<file path="src/rtl/cache_stats_pkg.sv">
// Shared types and helpers for the cache statistics monitor.
// Optional latency statistics are enabled with CACHE_STATS_LATENCY_EN.
package cache_stats_pkg;

  typedef enum logic [2:0] {
    SEL_HITS         = 3'd0,
    SEL_MISSES       = 3'd1,
    SEL_READS        = 3'd2,
    SEL_WRITES       = 3'd3,
    SEL_BUSY_CYCLES  = 3'd4,
    SEL_MAX_MISS_LAT = 3'd5
  } stats_sel_t;

  localparam int unsigned STATS_NUM_SEL = 6;

  typedef enum logic [1:0] {
    CH_SYNC = 2'd0,
    CH_IDLE = 2'd1,
    CH_BUSY = 2'd2
  } chan_state_t;

  // Saturating +1 on the low `width` bits of a 64-bit carrier.
  function automatic logic [63:0] sat_inc(input logic [63:0] value, input int unsigned width);
    logic [63:0] max_val;
    max_val = (width >= 64) ? {64{1'b1}} : ((64'd1 << width) - 64'd1);
    return (value >= max_val) ? max_val : value + 64'd1;
  endfunction

endpackage

</file>
<file path="src/rtl/cache_stats_monitor_channel.sv">
// Legacy-named wrapper is not needed; see cache_stats_channel in this file.
// Per-channel access tracker and counter bank (latency stats under CACHE_STATS_LATENCY_EN).
module cache_stats_channel
  import cache_stats_pkg::*;
#(
  parameter int unsigned COUNT_WIDTH = 32
) (
  input  logic clk,
  input  logic rst_n,
  input  logic busy,
  input  logic hit_miss,
  input  logic read,
  input  logic write,
  input  logic freeze,
  input  logic clear,
  output logic [STATS_NUM_SEL-1:0][COUNT_WIDTH-1:0] counters
);

  chan_state_t state, state_next;
  logic start, done;
  logic rd_lat, wr_lat;
  logic [COUNT_WIDTH-1:0] hits, misses, reads, writes;

  // Clear zeroes first; a same-cycle event then lands on the zeroed value.
  function automatic logic [COUNT_WIDTH-1:0] bump(input logic [COUNT_WIDTH-1:0] cur,
                                                  input logic en, input logic clr,
                                                  input logic frz);
    logic [COUNT_WIDTH-1:0] base;
    base = clr ? '0 : cur;
    return (en && !frz) ? COUNT_WIDTH'(sat_inc(64'(base), COUNT_WIDTH)) : base;
  endfunction

  always_ff @(posedge clk or negedge rst_n) begin
    if (!rst_n) state <= CH_SYNC;
    else        state <= state_next;
  end

  always_comb begin
    state_next = state;
    start      = 1'b0;
    done       = 1'b0;
    unique case (state)
      CH_SYNC: if (!busy) state_next = CH_IDLE;
      CH_IDLE: if (busy) begin
        state_next = CH_BUSY;
        start      = 1'b1;
      end
      CH_BUSY: if (!busy) begin
        state_next = CH_IDLE;
        done       = 1'b1;
      end
      default: state_next = CH_SYNC;
    endcase
  end

  always_ff @(posedge clk or negedge rst_n) begin
    if (!rst_n) begin
      rd_lat <= 1'b0;
      wr_lat <= 1'b0;
    end else if (start) begin
      rd_lat <= read;
      wr_lat <= write;
    end
  end

  always_ff @(posedge clk or negedge rst_n) begin
    if (!rst_n) begin
      hits   <= '0;
      misses <= '0;
      reads  <= '0;
      writes <= '0;
    end else begin
      hits   <= bump(hits,   done &&  hit_miss, clear, freeze);
      misses <= bump(misses, done && !hit_miss, clear, freeze);
      reads  <= bump(reads,  done &&  rd_lat,   clear, freeze);
      writes <= bump(writes, done &&  wr_lat,   clear, freeze);
    end
  end

  assign counters[SEL_HITS]   = hits;
  assign counters[SEL_MISSES] = misses;
  assign counters[SEL_READS]  = reads;
  assign counters[SEL_WRITES] = writes;

`ifdef CACHE_STATS_LATENCY_EN
  logic [COUNT_WIDTH-1:0] lat_cnt, miss_len, busy_cycles, max_miss_lat, max_base, max_next;

  // lat_cnt counts BUSY cycles before the current one, so +1 gives the full length.
  assign miss_len = COUNT_WIDTH'(sat_inc(64'(lat_cnt), COUNT_WIDTH));

  always_comb begin
    max_base = clear ? '0 : max_miss_lat;
    max_next = max_base;
    if (done && !hit_miss && !freeze && (miss_len > max_base)) max_next = miss_len;
  end

  always_ff @(posedge clk or negedge rst_n) begin
    if (!rst_n) begin
      lat_cnt      <= '0;
      busy_cycles  <= '0;
      max_miss_lat <= '0;
    end else begin
      if (start)                  lat_cnt <= '0;
      else if (state == CH_BUSY)  lat_cnt <= miss_len;
      busy_cycles  <= bump(busy_cycles, state == CH_BUSY, clear, freeze);
      max_miss_lat <= max_next;
    end
  end

  assign counters[SEL_BUSY_CYCLES]  = busy_cycles;
  assign counters[SEL_MAX_MISS_LAT] = max_miss_lat;
`else
  assign counters[SEL_BUSY_CYCLES]  = '0;
  assign counters[SEL_MAX_MISS_LAT] = '0;
`endif

endmodule

</file>
<file path="src/rtl/cache_stats_monitor.sv">
// Multi-channel cache hit/miss statistics with clear handshake and registered read port.
// Define CACHE_STATS_LATENCY_EN to enable BUSY_CYCLES / MAX_MISS_LAT counters.
module cache_stats_monitor
  import cache_stats_pkg::*;
#(
  parameter int unsigned NUM_CHANNELS = 2,
  parameter int unsigned COUNT_WIDTH  = 32
) (
  input  logic                    clk,
  input  logic                    rst_n,
  input  logic [NUM_CHANNELS-1:0] busy_in,
  input  logic [NUM_CHANNELS-1:0] hit_miss_in,
  input  logic [NUM_CHANNELS-1:0] read_in,
  input  logic [NUM_CHANNELS-1:0] write_in,
  input  logic                    freeze_in,
  input  logic                    clear_req_in,
  output logic                    clear_ack_out,
  input  logic                    rd_en_in,
  input  logic [((NUM_CHANNELS > 1) ? $clog2(NUM_CHANNELS) : 1)-1:0] rd_chan_in,
  input  logic [2:0]              rd_sel_in,
  output logic                    rd_valid_out,
  output logic [COUNT_WIDTH-1:0]  rd_data_out,
  output logic                    rd_err_out
);

`ifdef CACHE_STATS_LATENCY_EN
  localparam int unsigned NUM_LEGAL_SEL = STATS_NUM_SEL;
`else
  localparam int unsigned NUM_LEGAL_SEL = 4;
`endif

  logic [STATS_NUM_SEL-1:0][COUNT_WIDTH-1:0] bank [NUM_CHANNELS];
  logic rd_legal;

  for (genvar g = 0; g < NUM_CHANNELS; g++) begin : g_chan
    cache_stats_channel #(
      .COUNT_WIDTH(COUNT_WIDTH)
    ) u_chan (
      .clk      (clk),
      .rst_n    (rst_n),
      .busy     (busy_in[g]),
      .hit_miss (hit_miss_in[g]),
      .read     (read_in[g]),
      .write    (write_in[g]),
      .freeze   (freeze_in),
      .clear    (clear_req_in),
      .counters (bank[g])
    );
  end

  always_ff @(posedge clk or negedge rst_n) begin
    if (!rst_n) clear_ack_out <= 1'b0;
    else        clear_ack_out <= clear_req_in;
  end

  assign rd_legal = (32'(rd_chan_in) < NUM_CHANNELS) && (32'(rd_sel_in) < NUM_LEGAL_SEL);

  // Bank is sampled before this edge's updates land, giving pre-update read data.
  always_ff @(posedge clk or negedge rst_n) begin
    if (!rst_n) begin
      rd_valid_out <= 1'b0;
      rd_data_out  <= '0;
      rd_err_out   <= 1'b0;
    end else begin
      rd_valid_out <= rd_en_in;
      if (rd_en_in) begin
        if (rd_legal) begin
          rd_data_out <= bank[rd_chan_in][rd_sel_in];
          rd_err_out  <= 1'b0;
        end else begin
          rd_data_out <= '0;
          rd_err_out  <= 1'b1;
        end
      end
    end
  end

endmodule

</file>
<file path="config.mk">
export PLATFORM = sky130hd
export DESIGN_NAME = cache_stats_monitor
export DESIGN_NICKNAME = d
export VERILOG_FILES = /design/src/rtl/cache_stats_pkg.sv /design/src/rtl/cache_stats_monitor_channel.sv /design/src/rtl/cache_stats_monitor.sv
export SDC_FILE = /design/constraint.sdc
export NUM_CORES = 1
export LEC_CHECK = 0
export CORE_MARGIN = 1.5
export CORE_UTILIZATION = 28
export DETAILED_ROUTE_END_ITERATION = 10
export GPL_TIMING_DRIVEN = 0
export PLACE_DENSITY = 0.48
export SLEW_MARGIN = 0
export SYNTH_ARGS = -nofsm -noshare
export SYNTH_HDL_FRONTEND = slang
export SYNTH_SLANG_ARGS = --single-unit
</file>
<file path="constraint.sdc">
create_clock -name clk -period 2.4 [get_ports clk]
set_input_delay 0.48 -clock clk [delete_from_list [all_inputs] [get_ports clk]]
set_output_delay 0.48 -clock clk [all_outputs]
set_load 0.05 [all_outputs]
</file>
After elaboration in Yosys (flattened, before gate mapping)
Index checks and enable logic that the tools add are counted.
{ "totals": {"regBits": 299, "output_inout_bits": 35} }
{ "op_classes": {"add_sub_neg": 8, "bitwise": 1, "n_reduce_logical": 25, "n_eq_ne": 8, "mux": 45, "magnitude_cmp": 11} }
{ "op_table": {"columns": ["op", "count"], "rows": [
  ["two-way mux 32 bit", 26],
  ["two-way mux 192 bit", 2],
  ["adder 32 x 1 -> 32 bit (second input constant)", 8],
  [">= comparator 32 bit (second input constant)", 8],
  ["two-way mux 128 bit", 1],
  ["binary-select mux 32 bit (select 3 bit)", 1],
  ["logical AND 1 bit", 16],
  ["two-way mux 1 bit", 9],
  ["two-way mux 2 bit", 4],
  ["inequality test 2 bit (second input constant)", 4],
  ["case mux 2 bit (2 select lines)", 2],
  ["== test 2 x 1 -> 1 bit (second input constant)", 2],
  ["== test 2 bit (second input constant)", 2],
  ["zero test 2 bit", 2],
  ["< comparator 3 x 4 -> 1 bit (second input constant)", 1],
  ["AND reduction 2 bit", 2],
  ["OR reduction 2 bit", 2],
  ["zero test 1 bit", 3],
  ["< comparator 3 bit (second input constant)", 1],
  [">= comparator 2 bit (second input constant)", 1],
  ["inverter 1 -> 2 bit", 1]
]} }

Longest topological paths before layout
{ "logic_depth": {"ltp_word": 7, "mapped_depth": 14} }

Hierarchy
Synthesis repeated with hierarchy kept, for this count alone.
{ "unflattened": {"cells_unflattened": 2104, "area_unflattened_um2": 19337.3} }
{ "by_module_without_submodules": {"columns": ["mod", "cells_per_inst", "instances", "area_per_inst_um2"], "rows": [
  ["cache_stats_channel (g_chan[1].u_chan)", 906, 1, 8049.0],
  ["cache_stats_channel (g_chan[0].u_chan)", 898, 1, 7946.4],
  ["cache_stats_monitor", 300, 1, 3342.0]
]} }

Least setup slack after synthesis
Ideal clock, no wire load.
{ "synth_path": {"path_kind": "input port to flip-flop", "startpoint": "input port clear_req_in", "endpoint": "register g_chan[1].u_chan.reads[22]", "arrival_time_ns": 3.233, "path_slack_ns": -0.975, "n_path_buf": 7, "cell_stages": 14, "cell_sequence": "clkbuf_1 -> buf_2 -> clkbuf_1 -> clkbuf_1 -> clkbuf_1 -> nor2b_1 -> ha_1 -> nor2b_1 -> nand4_1 -> clkbuf_1 -> nor4_1 -> nand2_1 -> clkbuf_1 -> nand3_1"} }
{ "synth_between": {"elab_chain_cells": 4, "elab_cells_between_ends": 5} }
{ "synth_rtl": {"columns": ["element", "line", "rtl"], "rows": [
  ["start: declaration", "cache_stats_monitor.sv:16", "input logic clear_req_in,"],
  ["two-way mux 32 bit (*)", "cache_stats_monitor_channel.sv:29", "base = clr ? '0 : cur;"],
  ["adder 32 x 1 -> 32 bit / >= comparator 32 bit (equally long branches)", "cache_stats_pkg.sv:26", "return (value >= max_val) ? max_val : value + 64'd1;"],
  ["two-way mux 32 bit", "cache_stats_pkg.sv:26", null],
  ["two-way mux 32 bit (*)", "cache_stats_monitor_channel.sv:30", "return (en && !frz) ? COUNT_WIDTH'(sat_inc(64'(base), COUNT_WIDTH)) : base;"],
  ["end signal: assignment", "cache_stats_monitor_channel.sv:75", "reads <= bump(reads, done && rd_lat, clear, freeze);"],
  ["end: declaration", "cache_stats_monitor_channel.sv:22", "logic [COUNT_WIDTH-1:0] hits, misses, reads, writes;"]
]} }
Every way passes the cells marked *; elsewhere a longest branch is shown, timed or not.
A chain may end at the register's enable or synchronous reset.

Final worst setup path
{ "layout_path": {"startpoint": "register g_chan[1].u_chan.state[0]", "endpoint": "register g_chan[1].u_chan.misses[28]"} }
{ "layout_between": {"elab_chain_cells": 5} }
{ "layout_rtl": {"columns": ["element", "line", "rtl"], "rows": [
  ["start: declaration", "cache_stats_monitor_channel.sv:19", "chan_state_t state, state_next;"],
  ["start signal: assignment", "cache_stats_monitor_channel.sv:35", "else state <= state_next;"],
  ["== test 2 bit", "cache_stats_monitor_channel.sv:42", "unique case (state)"],
  ["two-way mux 1 bit", "cache_stats_monitor_channel.sv:42", null],
  ["logical AND 1 bit", "cache_stats_monitor_channel.sv:74", "misses <= bump(misses, done && !hit_miss, clear, freeze);"],
  ["logical AND 1 bit", "cache_stats_monitor_channel.sv:30", null],
  ["two-way mux 32 bit", "cache_stats_monitor_channel.sv:30", null],
  ["end signal: assignment", "cache_stats_monitor_channel.sv:74", null],
  ["end: declaration", "cache_stats_monitor_channel.sv:22", null]
]} }
Every way passes these cells.

==> results.toml <==
[run_status]
outcome = "finished with violations"
violated_checks = "negative setup slack"

[clock_tree]
ctsHtreeMaxLevel = 2
cts_tree = "yes"
clk_pin_slew_ns = 0.06
cts_num_sinks = 299
clk-insertion-delay-late_ns = 0.58
clk_root_buffer_cell = "clkbuf_16"
clockBufferDepth = 3
numCtsBuffers = 38

[setup_path]
startpoint_type = "register"
crit-reg2reg-launch = "g_chan[1].u_chan.state[0]"
timing.reg2reg.setup_slack_ns = -0.13
worst-path-max-fanout = 7
worst_setup_path_end_kind = "register"
worst_ep_arrival_time_ns = 2.96
worstReg2RegEnd = "g_chan[1].u_chan.misses[28]"
worst_r2r_path_depth = 7
endpoint = "g_chan[1].u_chan.misses[28]"
critical_path.startpoint = "g_chan[1].u_chan.state[0]"
crit_required_ns = 2.82
timing_worst_setup_path_type = "register to register"

[floorplan]
core_region_area_sq_um = 64300
floorplan.initialDensity_pct = 28.3
fp.dieW_um = 258
num_rows = 93
io-pin-count = 52
die-height_um = 258
area_of_the_die_sq_um = 66500

[global_route]
globalRouteOverflowTotal = 0
grt_start_max_net_pins = 108
initial_antenna_violation_count = 8
globalRouteTotalUtil_pct = 22.1
grt_first_pass_wirelength_mm = 109
via_count_of_the_first_global_routing_pass = 15692

[yosys]
yosys.area.top_type = "dfrtp_1"
ys_async_sr_fraction_pct = 100
synth_area_sq_um = 18200
netlist_instances = 1920
yosys.area_share.xor_xnor_pct = 9.49
complex_gate_fraction_of_the_synthesized_area_pct = 7.30
synth.mux.area_fraction_pct = 11.0
yosys.cell_types.count = 62
synth_simple_gate_area_share_pct = 26.6
main_combinational_cell_family_by_area_after_synthesis = "simple AND/OR/NAND/NOR gates"
syn-num-nets = 1945
synth-main-ff-cell = "dfrtp_1"
synth_top_area_share_pct = 41.2
synth-seq-cells = 299
synth-edff-count = 0
synth.top_cells.by_area = "dfrtp_1 41%, mux4_2 7.9%, xnor2_1 7.0%"
yosys_warnings = 0
synth.yosys.seq_area_share_pct = 41.2
synth_fa_ha_area_share_pct = 0.551
postSynthAreaPerCell_sq_um = 9.47

[timing]
timing.final.crit_share_pct = 105
tns_ns = -0.413
number_of_hold_violations_in_the_final_report = 0
grt_setup_unrepaired = "true"
period_needed_ns = 2.53
finalSetupViolCount = 7
hold_ws_ns = 0.333
timing.fmax_ghz = 0.395
slew-limit-headroom_pct = 24.1
fin_ws_ns = -0.131
final.setup_skew_ns = 0.0273
timing_worst_slew_pin_value_ns = 1.14
maxSlewViolCount = 0

[detailed_routing]
drtPass1Iterations = 5
antenna_violating_nets_post_route = 0
routed-via-count = 16463
route.met2.wl_mm = 31.5
vias_per_cell = 5.54
highest_metal_layer_used_by_the_detailed_router = "met4"
totalWireLength_mm = 73.7
wl_met3_mm = 5.84
iteration_0_drc_markers = 1729
detail_route.wirelength.met1_mm = 34.2
drc = 0
wl_per_cell_um = 24.8

[min_path]
whs_path_depth = 2
worst_hold_path_type = "input pin to register"

[final_layout]
commonest_non_fill_non_tap_cells_in_the_layout = "297 x dfrtp_1, 199 x nand2_1, 144 x xnor2_1"
storage_cell_area_sq_um = 7480
layout.filler_cells = 6412
layout.cells.most_common = "dfrtp_1"
drive_above_1_share_pct = 19.7
area_delta_synth_final_pct = 27.6
area_taken_by_multi_input_logic_gates_sq_um = 10900
layout.nets = 2114

[pwr]
cellPowerDensity_nw_per_um2 = 511
max-vdd-ir-drop_uv = 387
power.static_leakage_nw = 9.72

[place]
detailed_place_hpwl_mm = 53.7
routabilityCongestion = 0.919
io_buffers = 48

[flow_run]
cap_violations = 0
==> critical path: stages, from the launching register on <==
cell and delay [ns]:
dfrtp_2 0.40, or4b_4 0.57, or4_4 0.64, buf_12 0.17, buf_12 0.12, nor4_4 0.26
xnor2_1 0.14, o21ai_1 0.07
==> sequential cells by signal, indices dropped and copies added, names as in the netlist <==
register,cells
rd_valid_out,1
g_chan.u_chan.hits,64
g_chan.u_chan.writes,64
rd_err_out,1
g_chan.u_chan.misses,64
rd_data_out,32
g_chan.u_chan.state,4
clear_ack_out,1
g_chan.u_chan.wr_lat,2
g_chan.u_chan.reads,64
g_chan.u_chan.rd_lat,2
==> cells by family after synthesis <==
logic type	after synthesis
simple gates	878
flops	299
compound gates	235
xor+xnor	197
buf+inv	184
mux	119
fa+ha+maj	8
==> final cells by class <==
| class | count | area share [%] |
|---|---|---|
| clock inverter | 12 | 0.572 |
| clock buffer | 55 | 4.81 |
| timing repair buffer | 139 | 5.83 |
| multi-input combinational | 1437 | 47.0 |
| buffer | 106 | 3.80 |
| antenna | 2 | 0.0216 |
| sequential | 299 | 32.3 |
| inverter | 68 | 1.10 |
| tap | 855 | 4.61 |
==> metal layers <==
layer / vias up / GRT usage, %
li1: 7298 / -
met1: 8373 / 33.5
met2: 681 / 32.3
met3: 111 / 3.26
met4: 0 / 6.42
met5: - / 0
==> through the flow <==
step           cell area, sq um  util, %  power [mW]  instances  setup slack (ns)
3_3_place_gp              20300     31.6        5.93       2823            -13.24
6_report                  23200     36.0        11.8       2973            -0.131
4_1_cts                   22900     35.6        12.0       2949            -0.209
2_1_floorplan             18800        -        5.56       1920            -0.483
3_5_place_dp              20400     31.7        5.94       2825             -2.93
5_1_grt                   23200     36.0        12.2       2972            -0.191
==> how the worst min path moves through the flow <==
stage | startpoint | end | slack [ns]
6_report | busy_in[1] | g_chan[1].u_chan.state[0] | 0.33
5_1_grt | busy_in[1] | g_chan[1].u_chan.state[0] | 0.35
3_5_place_dp | rd_err_out | rd_err_out | 0.50
2_1_floorplan | rst_n | clear_ack_out | 0.18
3_3_place_gp | rd_err_out | rd_err_out | 0.50
4_1_cts | clear_req_in | clear_ack_out | 0.27
==> power breakdown <==
| group | internal [mW] | total [mW] | switching (mW) |
|---|---|---|---|
| logic | 0.265 | 0.780 | 0.515 |
| clock network | 3.45 | 5.91 | 2.46 |
| registers | 5.08 | 5.16 | 0.0705 |
==> timing repair <==
item	CTS	global route
gates cloned	2	0
hold buffers	1	0
setup buffers	57	30
endpoints found under the hold margin	87	0
pin swaps	30	19
endpoints found under the setup margin	289	205
resized for setup	185	48
==> cells in the mapped netlist, types with 3 or more instances <==
cell type and count:
clkbuf_1 98, inv_1 68, and4b_1 17, and3_1 43, xnor2_1 145, and3b_1 10
a41oi_1 3, mux2_2 7, o21ai_0 123, nor2_1 79, nand3_1 106, nand2_1 209
and2_1 22, nand4_1 79, or3_1 14, nor4_1 61, nand3b_1 11, xor2_1 52
or4_1 8, mux4_2 64, nand2b_1 10, o21ai_1 12, nand4b_1 5, and4_1 21
dfrtp_1 299, a31oi_1 8, nor4_2 7, nor3_1 69, o211a_1 3, buf_6 3
ha_1 8, mux2i_1 48, buf_1 13, o31ai_1 5, a21oi_1 32, o22ai_1 32
nor2b_1 92
No activity file was read; power rests on OpenSTA's default activity.
